`config.mk`:
```
export PLATFORM = sky130hd
export DESIGN_NAME = pointer_ctrl_flat
export DESIGN_NICKNAME = d
export VERILOG_FILES = /design/src/rtl/pointer_ctrl_if.sv /design/src/rtl/pointer_ctrl.sv /design/src/flat_wrapper.sv
export SDC_FILE = /design/constraint.sdc
export NUM_CORES = 1
export LEC_CHECK = 0
export BUFFER_PORTS_ARGS = -buffer_cell sky130_fd_sc_hd__buf_2
export CAP_MARGIN = 20
export CORE_UTILIZATION = 33
export CTS_BUF_LIST = sky130_fd_sc_hd__clkbuf_4 sky130_fd_sc_hd__clkbuf_8
export CTS_CLUSTER_SIZE = 30
export DETAILED_ROUTE_END_ITERATION = 7
export MAX_ROUTING_LAYER = met4
export PLACE_DENSITY = 0.53
export SYNTH_ARGS = -nofsm -noshare
export SYNTH_HDL_FRONTEND = slang
export SYNTH_SLANG_ARGS = --single-unit
```
`constraint.sdc`:
```
create_clock -name Clck -period 6.87 [get_ports Clck]
set_input_delay 1.374 -clock Clck [delete_from_list [all_inputs] [get_ports Clck]]
set_output_delay 1.374 -clock Clck [all_outputs]
set_load 0.02 [all_outputs]
```
`src/rtl/pointer_ctrl_if.sv`:
```
// Stone-placement handshake between pointer_ctrl and the game logic.
// place_req stays high with place_x/place_y stable until place_ack is sampled.
interface pointer_ctrl_if #(
  parameter int XW = 4,
  parameter int YW = 4
);
  logic          place_req;
  logic          place_ack;
  logic [XW-1:0] place_x;
  logic [YW-1:0] place_y;

  modport master (
    output place_req,
    output place_x,
    output place_y,
    input  place_ack
  );

  modport slave (
    input  place_req,
    input  place_x,
    input  place_y,
    output place_ack
  );
endinterface

```
`src/rtl/pointer_ctrl.sv`:
```
// Key debounce, wrapping cursor movement and placement request FSM
// feeding the game-logic block and the display redraw path.
module pointer_ctrl #(
  parameter int BOARD_W      = 15,
  parameter int BOARD_H      = 15,
  parameter int XW           = 4,
  parameter int YW           = 4,
  parameter int DEBOUNCE_CYC = 500000
) (
  input  logic           Clck,
  input  logic           Reset,
  input  logic           key_up,
  input  logic           key_down,
  input  logic           key_left,
  input  logic           key_right,
  input  logic           key_place,
  input  logic           game_over,
  pointer_ctrl_if.master place,
  output logic [XW-1:0]  pointer_loc_x,
  output logic [YW-1:0]  pointer_loc_y,
  output logic           redraw_req
);

  localparam int CW = $clog2(DEBOUNCE_CYC);

  localparam logic [CW-1:0] CNT_MAX = CW'(DEBOUNCE_CYC - 1);
  localparam logic [XW-1:0] X_MAX   = XW'(BOARD_W - 1);
  localparam logic [YW-1:0] Y_MAX   = YW'(BOARD_H - 1);
  localparam logic [XW-1:0] X_RST   = XW'((BOARD_W - 1) / 2);
  localparam logic [YW-1:0] Y_RST   = YW'((BOARD_H - 1) / 2);

  localparam int K_UP    = 0;
  localparam int K_DOWN  = 1;
  localparam int K_LEFT  = 2;
  localparam int K_RIGHT = 3;
  localparam int K_PLACE = 4;

  typedef enum logic {
    IDLE,
    REQ
  } state_e;

  logic [4:0]         raw;
  logic [4:0]         s1_q;
  logic [4:0]         s2_q;
  logic [4:0]         deb_q;
  logic [4:0]         deb_d;
  logic [4:0]         debr_q;
  logic [4:0]         press;
  logic [4:0][CW-1:0] cnt_q;
  logic [4:0][CW-1:0] cnt_d;

  state_e             state_q;
  state_e             state_d;

  logic               mv_any;
  logic               mv_en;
  logic               cap;
  logic               req;

  logic [XW-1:0]      x_q;
  logic [XW-1:0]      x_d;
  logic [YW-1:0]      y_q;
  logic [YW-1:0]      y_d;
  logic [XW-1:0]      px_q;
  logic [XW-1:0]      px_d;
  logic [YW-1:0]      py_q;
  logic [YW-1:0]      py_d;
  logic               redraw_q;
  logic               redraw_d;

  assign raw = {key_place, key_right, key_left, key_down, key_up};

  // A lane only flips once sync has disagreed for DEBOUNCE_CYC edges in a row.
  always_comb begin
    deb_d = deb_q;
    cnt_d = '0;
    for (int k = 0; k < 5; k++) begin
      if (s2_q[k] != deb_q[k]) begin
        if (cnt_q[k] == CNT_MAX) begin
          deb_d[k] = s2_q[k];
        end else begin
          cnt_d[k] = cnt_q[k] + 1'b1;
        end
      end
    end
  end

  always_ff @(posedge Clck) begin
    if (Reset) begin
      s1_q   <= '0;
      s2_q   <= '0;
      deb_q  <= '0;
      debr_q <= '0;
      cnt_q  <= '0;
    end else begin
      s1_q   <= raw;
      s2_q   <= s1_q;
      deb_q  <= deb_d;
      debr_q <= deb_q;
      cnt_q  <= cnt_d;
    end
  end

  assign press  = deb_q & ~debr_q;
  assign mv_any = |press[K_RIGHT:K_UP];

  always_ff @(posedge Clck) begin
    if (Reset) begin
      state_q <= IDLE;
    end else begin
      state_q <= state_d;
    end
  end

  always_comb begin
    state_d = state_q;
    unique case (state_q)
      IDLE: begin
        if (!game_over && press[K_PLACE] && !mv_any) begin
          state_d = REQ;
        end
      end
      REQ: begin
        if (place.place_ack || game_over) begin
          state_d = IDLE;
        end
      end
      default: state_d = IDLE;
    endcase
  end

  always_comb begin
    mv_en = (state_q == IDLE) && !game_over;
    cap   = (state_q == IDLE) && (state_d == REQ);
    req   = (state_q == REQ);
  end

  // Opposite presses on one axis cancel; the axes move independently.
  always_comb begin
    x_d = x_q;
    y_d = y_q;
    if (mv_en) begin
      unique case (1'b1)
        press[K_RIGHT] && !press[K_LEFT]:
          x_d = (x_q == X_MAX) ? '0 : x_q + 1'b1;
        press[K_LEFT] && !press[K_RIGHT]:
          x_d = (x_q == '0) ? X_MAX : x_q - 1'b1;
        default:
          x_d = x_q;
      endcase
      unique case (1'b1)
        press[K_DOWN] && !press[K_UP]:
          y_d = (y_q == Y_MAX) ? '0 : y_q + 1'b1;
        press[K_UP] && !press[K_DOWN]:
          y_d = (y_q == '0) ? Y_MAX : y_q - 1'b1;
        default:
          y_d = y_q;
      endcase
    end
  end

  always_comb begin
    px_d     = cap ? x_q : px_q;
    py_d     = cap ? y_q : py_q;
    redraw_d = (x_d != x_q) || (y_d != y_q);
  end

  always_ff @(posedge Clck) begin
    if (Reset) begin
      x_q      <= X_RST;
      y_q      <= Y_RST;
      px_q     <= '0;
      py_q     <= '0;
      redraw_q <= 1'b0;
    end else begin
      x_q      <= x_d;
      y_q      <= y_d;
      px_q     <= px_d;
      py_q     <= py_d;
      redraw_q <= redraw_d;
    end
  end

  assign pointer_loc_x   = x_q;
  assign pointer_loc_y   = y_q;
  assign redraw_req      = redraw_q;
  assign place.place_req = req;
  assign place.place_x   = px_q;
  assign place.place_y   = py_q;

endmodule
```
`src/flat_wrapper.sv`:
```
// flat-port wrapper written by rule: the top's interface ports become plain ports
module pointer_ctrl_flat 
#(
  parameter int BOARD_W      = 15,
  parameter int BOARD_H      = 15,
  parameter int XW           = 4,
  parameter int YW           = 4,
  parameter int DEBOUNCE_CYC = 500000
)
  (Clck, Reset, key_up, key_down, key_left, key_right, key_place, game_over, pointer_loc_x, pointer_loc_y, redraw_req, place_place_req, place_place_x, place_place_y, place_place_ack);
  pointer_ctrl_if #(.XW(XW), .YW(YW)) place_i ();
  input  logic Clck;
  input  logic Reset;
  input  logic key_up;
  input  logic key_down;
  input  logic key_left;
  input  logic key_right;
  input  logic key_place;
  input  logic game_over;
  output logic [XW-1:0] pointer_loc_x;
  output logic [YW-1:0] pointer_loc_y;
  output logic redraw_req;
  output wire logic [$bits(place_i.place_req)-1:0] place_place_req;
  output wire logic [$bits(place_i.place_x)-1:0] place_place_x;
  output wire logic [$bits(place_i.place_y)-1:0] place_place_y;
  input wire logic [$bits(place_i.place_ack)-1:0] place_place_ack;
  assign place_place_req = place_i.place_req;
  assign place_place_x = place_i.place_x;
  assign place_place_y = place_i.place_y;
  assign place_i.place_ack = place_place_ack;
  pointer_ctrl #(.BOARD_W(BOARD_W), .BOARD_H(BOARD_H), .XW(XW), .YW(YW), .DEBOUNCE_CYC(DEBOUNCE_CYC)) u_core (.Clck(Clck), .Reset(Reset), .key_up(key_up), .key_down(key_down), .key_left(key_left), .key_right(key_right), .key_place(key_place), .game_over(game_over), .place(place_i), .pointer_loc_x(pointer_loc_x), .pointer_loc_y(pointer_loc_y), .redraw_req(redraw_req));
endmodule
```
==> summary.md, run 1 <==
| Metric | Value |
|---|---|
| CTS H-Tree Depth | 4 |
| Number of buffers created by CTS | 17 |
| Number of sinks on the clock net | 133 |
| Relative slew slack | 0.498 |
| Total Negative Setup Slacks | 0 ns |
| Insertion delay of the later-clocked pin in the worst-skew pair | 0.45 ns |
| Worst reg2reg setup slack | 4.32 ns |
| Max VDD drop | 0.143 mV |
| Final cell utilization of the core | 0.386 |
| Global-route wire length before repair | 19600 um |
| Share of the cycle needed by the critical path after routing | 0.385 |
| Library cells used by synthesis | 50 |
| Worst-path maximum fanout | 10 |
| Net switching component of the power | 0.000326 W |
| Number of synthesized flops with an enable pin | 0 |
| Post-Synthesis Net Count | 712 |
| Register clock-pin slew on the reported worst setup and hold paths | 0.08 ns |
| Multiplexer fraction of the synthesized cell area | 0.0218 |
| Die Area | 18700 um^2 |
| Worst hold path class | flip-flop to flip-flop |
| Post-CTS Hold Buffers | 0 |
| Max-capacitance violation count | 0 |
| Slowest cell on the critical path | sky130_fd_sc_hd__dfxtp_1 |
| Syn_area_per_cell | 8.74 um^2 |
| Clock tree buffer depth | 2 |
| Number of global-route vias before repair | 4275 |
| Remaining design rule violation count | 0 |
| GRT Util Overall | 0.136 |
| Arrival @ worst endpoint | 1.27 ns |
| Count of standard-cell rows | 48 |
| Num ports | 27 |
| Count of endpoints failing setup in the final report | 0 |
| Portion of the post-synthesis area used by sequential elements | 0.445 |
| Clk root buf | sky130_fd_sc_hd__clkbuf_8 |
| Post-synthesis instance total | 684 |
| Leakage power | 2.25 nW |
| Cells resized by post-CTS repair | 0 |
| Count of nets left with antenna violations after detail routing | 0 |
| Worst Skew | 0.0119 ns |
| Maximum single-stage delay on the critical path | 0.57 ns |
| Clk network pwr share | 0.481 |
| Vias per Instance | 4.80 |
| Cells traversed along the worst timing path | buf_2 |
| Synthesis-stage register bit count | 133 |
| Internal Power | 0.00120 W |
| GR Overflow Total | 0 |
| Part of the power in registers | 0.509 |
| Area share of fa/ha/maj cells after synthesis | 0.0397 |
| Pwr Density | 226 nW/um^2 |
| Detailed router's first-iteration violation count | 188 |
| Clock tree from TritonCTS | yes |
| Nature of the critical path startpoint | flip-flop |
| Mapped Area | 5980 um^2 |
| Number of detailed-routing iterations run before antenna repair | 5 |
| Simple-Gate Fraction of Synth Area | 0.267 |
| Result of the run | completed |
| Maximum number of pins on one net before global-route repair | 44 |
| Comb pwr share | 0.010 |
| Number of buffer and inverter stages on the critical path | 1 |
| Most used flip-flop cell after synthesis | sky130_fd_sc_hd__dfxtp_1 |
| Worst slew pin tran | 0.753 ns |
| Synthesized-area fraction occupied by ao, oa, aoi and oai cells | 0.0567 |
| Routed Wire Length | 11500 um |
| Post CTS Setup Buffer Count | 0 |
| Net count of the finished layout | 736 |
| Async set-reset flop share out of synthesis | 0 |
| Post-DP HPWL | 7840 um |
| Antenna violations before repair | 0 |
| Critical path endpoint category | output pin |
| Area added between synthesis and finish | 12.8% |
| Dominant delay contributor by cell family on the critical path | flip-flops |
| Initial core utilization | 0.342 |
| Clock period minus final worst setup slack | 2.65 ns |
| Vias after detailed routing | 4542 |
| Max frequency | 378 MHz |
| Die span in y | 137 um |
| Net Sw Frac | 0.214 |
| Chip Width | 137 um |
| Routed wire per std cell | 12.2 um |
| Combinational family with the most area after synthesis | simple AND/OR/NAND/NOR gates |
| Last weighted congestion value of the routability-driven placer | 0.765 |
| Share of final-layout standard cells stronger than drive strength 1 | 0.0888 |
| Input/output buffers | 26 |
| Worst EP required | 5.50 ns |
| XOR/XNOR share of the synthesized area | 0.133 |
| Final Hold Violating Endpoints | 0 |
| Critical path start-end classification | flip-flop to output pin |
| Yosys warnings | 0 |
| Unrepaired setup endpoints after global routing | no |
| Slew Limit Fails | 0 |
| Area of the placeable core | 17500 um^2 |
placed cells by master, fill, tap and decap left out, types with 3 or more instances in the layout:
cell,synthesis,final
sky130_fd_sc_hd__nor4b_1,7,7
sky130_fd_sc_hd__nand2_1,36,36
sky130_fd_sc_hd__nor2_1,139,139
sky130_fd_sc_hd__and3_1,13,13
sky130_fd_sc_hd__nor2b_1,18,18
sky130_fd_sc_hd__or3_1,9,9
sky130_fd_sc_hd__nor3_1,22,22
sky130_fd_sc_hd__nand4_1,15,15
sky130_fd_sc_hd__mux2i_1,13,13
sky130_fd_sc_hd__nand2b_1,6,6
sky130_fd_sc_hd__clkinvlp_4,0,5
sky130_fd_sc_hd__inv_1,30,30
sky130_fd_sc_hd__o41ai_1,3,3
sky130_fd_sc_hd__ha_1,19,19
sky130_fd_sc_hd__nand3_1,36,36
sky130_fd_sc_hd__nor4_1,6,6
sky130_fd_sc_hd__bufinv_16,0,4
sky130_fd_sc_hd__dfxtp_1,133,133
sky130_fd_sc_hd__o21ai_0,9,9
sky130_fd_sc_hd__xor2_1,36,36
sky130_fd_sc_hd__a21oi_1,13,13
sky130_fd_sc_hd__buf_2,10,26
sky130_fd_sc_hd__a31oi_1,3,3
sky130_fd_sc_hd__and4_1,12,12
sky130_fd_sc_hd__xnor2_1,55,55
sky130_fd_sc_hd__clkbuf_8,0,19
metrics by stage:
step	hold slack, ns	total power, W	cell area [um^2]	setup WS (ns)	instances
CTS	0.446	0.00154	6740	4.19	946
finish	0.439	0.00152	6750	4.22	947
floorplan	0.414	0.000804	5980	4.51	684
detailed placement	0.429	0.000810	6300	3.93	914
global route	0.459	0.00158	6740	4.14	946
global placement	0.421	0.000809	6300	4.02	914
area by class of cell:
class                   count  area, um^2
diodes                      1        2.50
clock buffers              20         269
clock inverters            12         176
fillers                  1770       10700
inverters                  30         113
multi-input cells         499        3100
flip-flops and latches    133        2660
well taps                 225         282
repair buffers             27         138
state kept, by name (all words and copies together) (netlist names):
name	cells
u_core.place.place_req	1
u_core.place.place_y	4
u_core.pointer_loc_x	4
u_core.s2_q	5
u_core.place.place_x	4
u_core.redraw_req	1
u_core.s1_q	5
u_core.pointer_loc_y	4
u_core.cnt_q	95
u_core.deb_q	5
u_core.debr_q	5
kinds of logic (layout without fill, tap and decap cells):
family / count (synthesis) / after routing
flip-flops: 133 / 133
AND/OR/NAND/NOR: 327 / 327
XOR/XNOR: 91 / 91
AO/OA/AOI/OAI: 49 / 49
buffers and inverters: 52 / 89
adder cells (fa/ha/maj): 19 / 19
multiplexers: 13 / 13
other: 0 / 1
power groups by stage:
stage / combinational, W / clock [W] / sequential (W)
floorplan: 0.0000110 / 0 / 0.000793
global placement: 0.0000155 / 0 / 0.000794
detailed placement: 0.0000160 / 0 / 0.000794
CTS: 0.0000160 / 0.000752 / 0.000776
global route: 0.0000178 / 0.000785 / 0.000776
finish: 0.0000154 / 0.000732 / 0.000776
final timing paths:
| kind | start | endpoint | cells past startpoint |
|---|---|---|---|
| hold reg to reg | u_core.s1_q[2]$_SDFF_PP0_ | u_core.s2_q[2]$_SDFF_PP0_ | 1 |
| setup reg to reg | u_core.pointer_loc_y[0]$_SDFF_PP1_ | u_core.redraw_req$_SDFF_PP0_ | 7 |
| hold / removal | u_core.s1_q[2]$_SDFF_PP0_ | u_core.s2_q[2]$_SDFF_PP0_ | 1 |
| setup / recovery | u_core.pointer_loc_y[1]$_SDFF_PP1_ | pointer_loc_y[1] | 1 |
cell usage after synthesis, types with 9 or more instances:
master                      n  area share
sky130_fd_sc_hd__nor2b_1   18       0.019
sky130_fd_sc_hd__and4_1    12       0.018
sky130_fd_sc_hd__nand3_1   36       0.030
sky130_fd_sc_hd__a21oi_1   13       0.011
sky130_fd_sc_hd__dfxtp_1  133        0.45
sky130_fd_sc_hd__nor2_1   139       0.087
sky130_fd_sc_hd__and3_1    13       0.014
sky130_fd_sc_hd__inv_1     30       0.019
sky130_fd_sc_hd__xnor2_1   55       0.081
sky130_fd_sc_hd__nand2_1   36       0.023
sky130_fd_sc_hd__o21ai_0    9      0.0075
sky130_fd_sc_hd__ha_1      19       0.040
sky130_fd_sc_hd__mux2i_1   13       0.022
sky130_fd_sc_hd__buf_2     10      0.0084
sky130_fd_sc_hd__nor3_1    22       0.018
sky130_fd_sc_hd__xor2_1    36       0.053
sky130_fd_sc_hd__or3_1      9      0.0094
sky130_fd_sc_hd__nand4_1   15       0.016
per-layer routing:
| layer | track usage | vias to the layer above | share of wire |
|---|---|---|---|
| met2 | 0.218 | 62 | 0.48 |
| met5 | - | - | 0 |
| met1 | 0.158 | 2114 | 0.48 |
| li1 | - | 2352 | - |
| met4 | 0.0500 | 0 | 0.012 |
| met3 | 0.0448 | 14 | 0.035 |
No activity file was read; power rests on OpenSTA's default activity.
==> run 2: changes to the inputs <==
--- a/config.mk
+++ b/config.mk
@@ -5,6 +5,7 @@
 export SDC_FILE = /design/constraint.sdc
 export NUM_CORES = 1
 export LEC_CHECK = 0
+export ABC_AREA = 1
 export BUFFER_PORTS_ARGS = -buffer_cell sky130_fd_sc_hd__buf_2
 export CAP_MARGIN = 20
 export CORE_UTILIZATION = 33
==> constraint.sdc (replaced) <==
create_clock -name Clck -period 2.65 [get_ports Clck]
set_input_delay 0.53 -clock Clck [delete_from_list [all_inputs] [get_ports Clck]]
set_output_delay 0.53 -clock Clck [all_outputs]
set_load 0.02 [all_outputs]
==> run 2 against run 1 <==
Effect of this change:
- count of clock-buffer cells in the layout unchanged
- combinational power rose to 3.4 times the previous value
- area after synthesis increased by 9.4%
- sequential cell count stayed put
- final cell count rose by 29%
- total power up 150%
- via count increased by 20%
- global-route usage grew 0.30 points
- routed wire length up 8.9%
- register-to-register slack got worse by 3.6 ns
- worst hold slack got worse by 0.15 ns
- critical path depth grew 14
- largest power group unchanged
- highest routed layer unchanged
==> summary.md, run 2 <==
| Metric | Value |
|---|---|
| Result of the run | completed |
| Share of final-layout standard cells stronger than drive strength 1 | 0.117 |
| Clock tree from TritonCTS | yes |
| Remaining design rule violation count | 0 |
| Max frequency | 512 MHz |
| Part of the power in registers | 0.537 |
| Cell area after placement | 6960 um^2 |
| Max VDD drop | 0.199 mV |
| Initial core utilization | 0.336 |
| Maximum number of pins on one net before global-route repair | 18 |
| Routed Wire Length | 12600 um |
| Synthesis-stage register bit count | 133 |
| Count of standard-cell rows | 51 |
| Insertion delay of the later-clocked pin in the worst-skew pair | 0.44 ns |
| Routed wire per std cell | 10.3 um |
| Syn_area_per_cell | 7.15 um^2 |
| Count of endpoints failing setup in the final report | 0 |
| Unrepaired setup endpoints after global routing | no |
| Clk network pwr share | 0.449 |
| Post-Synthesis Net Count | 943 |
| Worst Skew | 0.00999 ns |
| Register clock-pin slew on the reported worst setup and hold paths | 0.07 ns |
| Leakage power | 2.81 nW |
| Most numerous cell in the Yosys netlist | sky130_fd_sc_hd__nand2_1 |
| Critical path endpoint category | flip-flop |
| Biggest register | u_core.cnt_q |
| Worst slew pin tran | 0.496 ns |
| Clock period minus final worst setup slack | 1.95 ns |
| Yosys top cell area share | 0.407 |
| Post-DP HPWL | 9190 um |
| Critical path start-end classification | flip-flop to flip-flop |
| Net Sw Frac | 0.208 |
| Area added between synthesis and finish | 12.1% |
| Top post-synthesis cells by count | sky130_fd_sc_hd__nand2_1 (164), sky130_fd_sc_hd__inv_1 (144), sky130_fd_sc_hd__dfxtp_1 (133) |
| Slew Limit Fails | 0 |
| Most used flip-flop cell after synthesis | sky130_fd_sc_hd__dfxtp_1 |
| Mapped Area | 6550 um^2 |
| Comb pwr share | 0.014 |
| Final Instance Area | 7330 um^2 |
| GR Overflow Total | 0 |
| Area contributors post-synth | sky130_fd_sc_hd__dfxtp_1 (41%), sky130_fd_sc_hd__nand2_1 (9.4%), sky130_fd_sc_hd__inv_1 (8.3%) |
| Last weighted congestion value of the routability-driven placer | 0.876 |
| Relative slew slack | 0.669 |
| Chip Width | 143 um |
| Cells resized by post-CTS repair | 0 |
| Library cells used by synthesis | 36 |
| Net count of the finished layout | 976 |
| Internal Power | 0.00297 W |
| Cell taking the most area after synthesis | sky130_fd_sc_hd__dfxtp_1 |
| Die Area | 20400 um^2 |
| Number of detailed-routing iterations run before antenna repair | 5 |
| Number of filler instances in the final layout | 2094 |
| Number of global-route vias before repair | 4958 |
| Count of nets left with antenna violations after detail routing | 0 |
| Total Negative Setup Slacks | 0 ns |
| Most common cell after layout, fill and taps aside | sky130_fd_sc_hd__nand2_1 |
| Global-route wire length before repair | 22200 um |
| Arrival @ worst endpoint | 2.29 ns |
| GRT Util Overall | 0.139 |
| Detailed router's first-iteration violation count | 283 |
| Worst EP required | 2.98 ns |
| Worst hold path class | input port to flip-flop |
| Die span in y | 143 um |
| Vias per Instance | 4.45 |
| Clk root buf | sky130_fd_sc_hd__clkbuf_8 |
| Number of sinks on the clock net | 133 |
| Number of synthesized flops with an enable pin | 0 |
| Async set-reset flop share out of synthesis | 0 |
| Area of the placeable core | 19500 um^2 |
| Post-synthesis instance total | 915 |
| Vias after detailed routing | 5432 |
| Pwr Density | 511 nW/um^2 |
| Worst-path maximum fanout | 10 |
| Post CTS Setup Buffer Count | 0 |
| Nature of the critical path startpoint | flip-flop |
| Number of buffers created by CTS | 17 |
| Max reg flops | 95 |
| Portion of the post-synthesis area used by sequential elements | 0.407 |
| Num ports | 27 |
| Input/output buffers | 26 |
| Post-CTS Hold Buffers | 0 |
| Net switching component of the power | 0.000781 W |
| Commonest cells after routing, fill and taps aside | sky130_fd_sc_hd__nand2_1 (164), sky130_fd_sc_hd__inv_1 (144), sky130_fd_sc_hd__dfxtp_1 (133) |
| Max-capacitance violation count | 0 |
| Yosys warnings | 0 |
| Final Hold Violating Endpoints | 0 |
| Clock tree buffer depth | 2 |
| Antenna violations before repair | 1 |
| CTS H-Tree Depth | 4 |
| Share of the cycle needed by the critical path after routing | 0.737 |
[run 2: cell types whose count changed in the layout (fill, tap and decap cells not counted), moves of 18 or more]
cell / previous run / this run
sky130_fd_sc_hd__nand3_1: 36 / 60
sky130_fd_sc_hd__nand2_1: 36 / 164
sky130_fd_sc_hd__nor2b_1: 18 / 0
sky130_fd_sc_hd__xnor2_1: 55 / 7
sky130_fd_sc_hd__inv_1: 30 / 144
sky130_fd_sc_hd__a21oi_1: 13 / 43
[run 2: layout make-up]
type | count | area, um^2 | share of cell area
Multi-Input combinational cell | 617 | 3240 | 0.442
Sequential cell | 133 | 2660 | 0.363
Inverter | 148 | 556 | 0.0757
Tap cell | 265 | 332 | 0.0452
Clock buffer | 20 | 263 | 0.0358
Timing Repair Buffer | 31 | 168 | 0.0229
Clock inverter | 6 | 108 | 0.0147
Antenna cell | 1 | 2.50 | 0.000341
[run 2: metal layers]
metal | global-route usage | part of all wire | vias to the layer above
met5 | - | 0 | -
met4 | 0.0611 | 0.015 | 0
met3 | 0.0312 | 0.030 | 16
met2 | 0.210 | 0.43 | 67
met1 | 0.178 | 0.52 | 2374
li1 | - | - | 2975
[run 2: per-stage QoR]
stage               power, W  setup WS (ns)   util  hold slack [ns]  instances
floorplan            0.00209          0.876      -            0.388        915
global placement     0.00211          0.662  0.358            0.392       1194
detailed placement   0.00211          0.626  0.358            0.397       1194
CTS                  0.00381          0.689  0.377            0.266       1220
global route         0.00391          0.414  0.377            0.291       1221
finish               0.00375          0.696  0.377            0.291       1221
[run 2: worst paths after layout]
path / slack [ns] / from / cells past startpoint / end
setup / recovery: 0.70 / u_core.deb_q[1]$_SDFFE_PP0P_ / 15 / u_core.redraw_req$_SDFF_PP0_
hold / removal: 0.29 / key_down / 3 / u_core.s1_q[1]$_SDFF_PP0_
setup reg to reg: 0.70 / u_core.deb_q[1]$_SDFFE_PP0P_ / 15 / u_core.redraw_req$_SDFF_PP0_
hold reg to reg: 0.40 / u_core.s1_q[2]$_SDFF_PP0_ / 2 / u_core.s2_q[2]$_SDFF_PP0_
[run 2: logic make-up after synthesis]
logic type               synth area share
AO/OA/AOI/OAI                      0.0625
adder cells (fa/ha/maj)            0.0363
AND/OR/NAND/NOR                     0.347
buffers and inverters              0.0975
XOR/XNOR                           0.0495
flip-flops                          0.407
[run 2: power by group through the flow]
stage	logic (W)	clock network, W	registers, W
after floorplan	0.0000355	0	0.00206
after global placement	0.0000552	0	0.00206
after detailed placement	0.0000551	0	0.00206
after CTS	0.0000553	0.00175	0.00201
after global routing	0.0000635	0.00183	0.00201
final	0.0000531	0.00168	0.00201
[run 2: critical path, stage by stage, from the launching register on]
cell and delay (ns):
sky130_fd_sc_hd__dfxtp_1 0.35, sky130_fd_sc_hd__inv_1 0.06, sky130_fd_sc_hd__nor2_1 0.13, sky130_fd_sc_hd__inv_1 0.08
sky130_fd_sc_hd__ha_1 0.27, sky130_fd_sc_hd__inv_1 0.03, sky130_fd_sc_hd__nand2_1 0.14, sky130_fd_sc_hd__clkinv_1 0.23
sky130_fd_sc_hd__nand2_1 0.11, sky130_fd_sc_hd__nand2_1 0.05, sky130_fd_sc_hd__nor2_1 0.08, sky130_fd_sc_hd__nand2_1 0.05
sky130_fd_sc_hd__nor2_1 0.08, sky130_fd_sc_hd__nand2_1 0.05, sky130_fd_sc_hd__nor2_1 0.08, sky130_fd_sc_hd__nor2_1 0.04
